File: src/rtl/serial_add_pkg.sv
// Shared types for the bit-serial add/sub scheduler: FSM states and requester count.
package serial_add_pkg;

    typedef enum logic [1:0] {IDLE, RUN, DRAIN, DONE} sas_state_t;

    localparam int NUM_REQ = 2;

endpackage

File: src/rtl/fa_cell_ff.sv
// Single full-adder cell with registered sum and carry; the only arithmetic in the serial datapath.
module fa_cell_ff (
    input  logic clk,
    input  logic reset,
    input  logic x,
    input  logic y,
    input  logic cin,
    output logic s_q,
    output logic cout_q
);

    always_ff @(posedge clk or posedge reset) begin
        if (reset) begin
            s_q    <= 1'b0;
            cout_q <= 1'b0;
        end else begin
            s_q    <= x ^ y ^ cin;
            cout_q <= (x & y) | (cin & (x ^ y));
        end
    end

endmodule

File: src/rtl/serial_add_sched.sv
// Round-robin scheduler of two requesters onto one clocked full-adder cell,
// streaming operands LSB-first and returning the result over valid/ready.
module serial_add_sched
    import serial_add_pkg::*;
#(
    parameter  int WIDTH = 16,
    localparam int CNT_W = $clog2(WIDTH)
) (
    input  logic               clk,
    input  logic               reset,
    input  logic [NUM_REQ-1:0] req_valid,
    output logic [NUM_REQ-1:0] req_ready,
    input  logic [WIDTH-1:0]   req0_a,
    input  logic [WIDTH-1:0]   req0_b,
    input  logic               req0_sub,
    input  logic [WIDTH-1:0]   req1_a,
    input  logic [WIDTH-1:0]   req1_b,
    input  logic               req1_sub,
    output logic               rsp_valid,
    input  logic               rsp_ready,
    output logic               rsp_id,
    output logic [WIDTH-1:0]   rsp_sum,
    output logic               rsp_cout,
    output logic               rsp_ovf
);

    localparam logic [CNT_W-1:0] CNT_LAST = CNT_W'(WIDTH - 1);

    sas_state_t         state, state_next;
    logic               ptr;
    logic [NUM_REQ-1:0] grant;
    logic               accept;
    logic               accept_id;
    logic               sel_sub;
    logic [WIDTH-1:0]   a_sh, b_sh, sum_sh;
    logic [CNT_W-1:0]   cnt;
    logic               sub_q, id_q, c_msb_in;
    logic               cell_cin, s_q, cout_q;

    // Forcing cin from sub on the first bit keeps the previous op's carry out.
    assign cell_cin = (cnt == '0) ? sub_q : cout_q;

    fa_cell_ff u_fa (
        .clk    (clk),
        .reset  (reset),
        .x      (a_sh[0]),
        .y      (b_sh[0]),
        .cin    (cell_cin),
        .s_q    (s_q),
        .cout_q (cout_q)
    );

    always_ff @(posedge clk or posedge reset) begin
        if (reset) begin
            state <= IDLE;
        end else begin
            state <= state_next;
        end
    end

    always_comb begin
        state_next = state;
        grant      = '0;
        req_ready  = '0;
        case (req_valid)
            2'b01:   grant = 2'b01;
            2'b10:   grant = 2'b10;
            2'b11:   grant = ptr ? 2'b10 : 2'b01;
            default: grant = '0;
        endcase
        if (state == IDLE) begin
            req_ready = req_valid & grant;
        end
        accept    = |req_ready;
        accept_id = req_ready[1];
        sel_sub   = accept_id ? req1_sub : req0_sub;
        case (state)
            IDLE:    if (accept) state_next = RUN;
            RUN:     if (cnt == CNT_LAST) state_next = DRAIN;
            DRAIN:   state_next = DONE;
            DONE:    if (rsp_valid && rsp_ready) state_next = IDLE;
            default: state_next = IDLE;
        endcase
    end

    // The first DONE cycle publishes the assembled sum; later DONE cycles wait for the consumer.
    always_ff @(posedge clk or posedge reset) begin
        if (reset) begin
            ptr       <= 1'b0;
            a_sh      <= '0;
            b_sh      <= '0;
            sum_sh    <= '0;
            cnt       <= '0;
            sub_q     <= 1'b0;
            id_q      <= 1'b0;
            c_msb_in  <= 1'b0;
            rsp_valid <= 1'b0;
            rsp_id    <= 1'b0;
            rsp_sum   <= '0;
            rsp_cout  <= 1'b0;
            rsp_ovf   <= 1'b0;
        end else begin
            case (state)
                IDLE: begin
                    if (accept) begin
                        a_sh  <= accept_id ? req1_a : req0_a;
                        b_sh  <= (accept_id ? req1_b : req0_b) ^ {WIDTH{sel_sub}};
                        sub_q <= sel_sub;
                        id_q  <= accept_id;
                        cnt   <= '0;
                        ptr   <= ~accept_id;
                    end
                end
                RUN: begin
                    a_sh <= a_sh >> 1;
                    b_sh <= b_sh >> 1;
                    cnt  <= cnt + 1'b1;
                    if (cnt != '0) begin
                        sum_sh <= {s_q, sum_sh[WIDTH-1:1]};
                    end
                    if (cnt == CNT_LAST) begin
                        c_msb_in <= cout_q;
                    end
                end
                DRAIN: begin
                    sum_sh   <= {s_q, sum_sh[WIDTH-1:1]};
                    rsp_cout <= cout_q;
                    rsp_ovf  <= c_msb_in ^ cout_q;
                    rsp_id   <= id_q;
                end
                DONE: begin
                    if (!rsp_valid) begin
                        rsp_valid <= 1'b1;
                        rsp_sum   <= sum_sh;
                    end else if (rsp_ready) begin
                        rsp_valid <= 1'b0;
                    end
                end
                default: ;
            endcase
        end
    end

endmodule

File: config.mk
export PLATFORM = sky130hd
export DESIGN_NAME = serial_add_sched
export DESIGN_NICKNAME = d
export VERILOG_FILES = /design/src/rtl/serial_add_pkg.sv /design/src/rtl/fa_cell_ff.sv /design/src/rtl/serial_add_sched.sv
export SDC_FILE = /design/constraint.sdc
export NUM_CORES = 1
export LEC_CHECK = 0
export ABC_AREA = 1
export CAP_MARGIN = 25
export CORE_MARGIN = 1.5
export CORE_UTILIZATION = 40
export DETAILED_ROUTE_END_ITERATION = 10
export PLACE_DENSITY = 0.76
export SKIP_CTS_REPAIR_TIMING = 1
export SLEW_MARGIN = 15
export SYNTH_ARGS = -nofsm -noshare
export SYNTH_HDL_FRONTEND = slang
export SYNTH_SLANG_ARGS = --single-unit
File: constraint.sdc
create_clock -name clk -period 2.4 [get_ports clk]
set_input_delay 0.24 -clock clk [delete_from_list [all_inputs] [get_ports clk]]
set_output_delay 0.24 -clock clk [all_outputs]
set_load 0.01 [all_outputs]
==> qor.txt <==
status: complete, no violations
via/cell ratio: 4.90
gr ovfl total: 0
stages on the worst setup path: 5
die area: 11900 um^2
DPL Wire Length: 7380 um
CTS Buf Count: 9
final worst path period share: 92.8%
initial detailed-routing violation count: 253
Max Slew Vio Count: 0
pwr/cell area: 1200 nW/um^2
crit path capture: req_ready[0]
Reg2Reg Depth: 9
skew final: 0.00856 ns
Area growth syn-to-layout: 28.7%
largest net degree at the start of global routing: 81
share of cells above drive strength 1: 5.80%
Routed WL per cell: 12.0 um
CP startpoint kind: flip-flop
Worst Hold Class: in -> async
critical path capture point type: output port
Critical Path AT: 1.99 ns
CTS max path bufs: 2
Syn Nets: 721
delay of the slowest critical-path stage: 0.57 ns
worst rel slew slack: 52.2%
Setup-failing EPs final: 0
number of global-route vias before repair: 3891
Worst-Margin Slew: 0.715 ns
Hold Fails Final Rpt: 0
first-pass GRT wire length: 17300 um
Crit Path Max Fanout: 5
IO buf count: 92
post-layout worst setup margin: 0.173 ns
Synth Instances: 643
initial antenna violation count: 0
critical path cell sequence: inv_1 -> ha_2 -> nand2_1 -> a21oi_1 -> clkdlybuf4s50_1
yosys warns: 0
Fmax: 0.449 GHz
fillers: 1032
Buf/Inv on CP: 2
clk root buf: clkbuf_16
Fin Hold WS: 0.312 ns
GPL Wtd Cong: 0.803
Worst VDD drop: 0.527 mV
critical path's slowest cell: clkdlybuf4s50_1
Seq/Total Area, Yosys: 44.4%
clk sinks: 80
Netlist cell types: 26
Req. time, crit path: 2.16 ns
Initial Utilization: 41.2%
Rows: 38
total number of vias: 4235
dpl ws: 0.231 ns
Period minus WS final: 2.23 ns
Post-Route Setup TNS: 0 ns
max_cap viols: 0
H-tree depth: 3
crit path from: state[0]
Residual DRC: 0
Reg2Reg Launch Point: state[0]
R2R setup slack: 0.28 ns
Die W: 109 um
Worst-path clk slew: 0.06 ns
Final ANT Viol Nets: 0
Die Height: 109 um
CP Class: reg -> out
final wirelength: 10400 um
global-route usage over all layers: 18.2%
Post-Syn Area: 4510 um^2
# IOs: 93
crit-path leading delay family: buffers and inverters
worst-skew pair later-pin latency: 0.33 ns
RSZ-0062 raised after global routing: false
CTS tree: yes
ant diodes: 0
Synth Register Bits: 80
r2r endpoint: b_sh[14]
core area: 10900 um^2
TritonRoute pass-1 iters: 5
fin nets: 797
Pleak: 2.95 nW
Syn Area/Cell: 7.01 um^2
==> cell type report <==
type	count	area, um^2	share of cell area, %
clock inverters	5	38.8	0.668
flip-flops and latches	80	2000	34.5
well taps	140	175	3.02
multi-input cells	456	2050	35.3
clock buffers	11	253	4.36
inverters	68	256	4.42
repair buffers	104	1030	17.8
==> power by group <==
part / internal, W / switching [W] / total (W)
Sequential: 0.00196 / 0.000318 / 0.00228
Clock: 0.000760 / 0.000544 / 0.00130
Combinational: 0.00131 / 0.00207 / 0.00338
==> kinds of logic (layout without fill, tap and decap cells) <==
logic type               count (synthesis)  in the layout  share of synthesized area (%)
adder cells (fa/ha/maj)                  7              7                           2.11
AO/OA/AOI/OAI                           78             78                           8.71
buffers and inverters                  107            188                           10.3
XOR/XNOR                                 1              1                          0.194
multiplexers                             2              2                          0.499
flip-flops                              80             80                           44.4
AND/OR/NAND/NOR                        368            368                           33.7
==> worst reg2reg max path, delay by kind of cell, from the launching register on <==
kind          cells  cell delay, ns
fa+ha+maj         1            0.26
flops             1            0.42
buf+inv           2            0.44
simple gates      6            0.93
==> cell usage in the layout (no fill, tap or decap), types with 8 or more instances in the layout <==
master,n
o21ai_0,53
inv_1,64
buf_4,10
nand4_1,32
a21oi_1,8
nand3_1,22
dfrtp_1,80
nor2_1,56
clkbuf_16,9
nand2_1,251
clkdlybuf4s50_1,92
o21ai_1,15
==> cell usage after synthesis <==
| cell type | count | area (um^2) |
|---|---|---|
| buf_4 | 6 | 45.0 |
| clkbuf_2 | 1 | 5.00 |
| buf_6 | 3 | 33.8 |
| dfrtp_1 | 80 | 2000 |
| o211ai_1 | 1 | 7.51 |
| mux2_2 | 2 | 22.5 |
| inv_1 | 65 | 244 |
| nand2_4 | 1 | 11.3 |
| inv_2 | 3 | 11.3 |
| nand2_2 | 3 | 18.8 |
| a21oi_1 | 8 | 40.0 |
| nand3_4 | 1 | 17.5 |
| fa_1 | 1 | 20.0 |
| nand2_1 | 251 | 942 |
| xnor2_1 | 1 | 8.76 |
| buf_1 | 2 | 7.51 |
| o21ai_1 | 15 | 75.1 |
| nor3_1 | 1 | 5.00 |
| or2_2 | 1 | 6.26 |
| nor2_1 | 56 | 210 |
| buf_2 | 15 | 75.1 |
| nand3_1 | 22 | 110 |
| clkbuf_1 | 12 | 45.0 |
| nand4_1 | 32 | 200 |
| o21ai_0 | 54 | 270 |
| ha_1 | 6 | 75.1 |
==> per-stage QoR <==
step | util [%] | cells | area, um^2 | total power (W)
5_1_grt | 53.1 | 864 | 5800 | 0.00760
3_5_place_dp | 50.2 | 847 | 5490 | 0.00563
3_3_place_gp | 50.2 | 847 | 5490 | 0.00545
2_1_floorplan | - | 643 | 4510 | 0.00471
6_report | 53.1 | 864 | 5800 | 0.00696
4_1_cts | 52.9 | 863 | 5790 | 0.00697
==> metal layers <==
metal  GRT usage (%)  vias up  share of wire (%)
met4            6.03        0                1.4
li1                -     2165                  -
met5               0        -                  0
met1            22.8     1966                 46
met3            2.99       12                3.8
met2            31.7       92                 49
==> flip-flops by register name, summed over array words and instances (netlist names), 2 cells and up <==
signal	count
a_sh	16
b_sh	16
state	2
cnt	4
sum_sh	16
rsp_sum	16
==> how the worst min path moves through the flow <==
| stage | to | depth (start not counted) | slack, ns |
|---|---|---|---|
| after floorplan | a_sh[15] | 2 | 0.43 |
| after global placement | a_sh[13] | 2 | 0.46 |
| after detailed placement | a_sh[13] | 2 | 0.47 |
| after CTS | rsp_sum[7] | 3 | 0.35 |
| after global routing | rsp_sum[7] | 3 | 0.39 |
| final | rsp_sum[7] | 3 | 0.31 |
No activity file was read; power rests on OpenSTA's default activity.
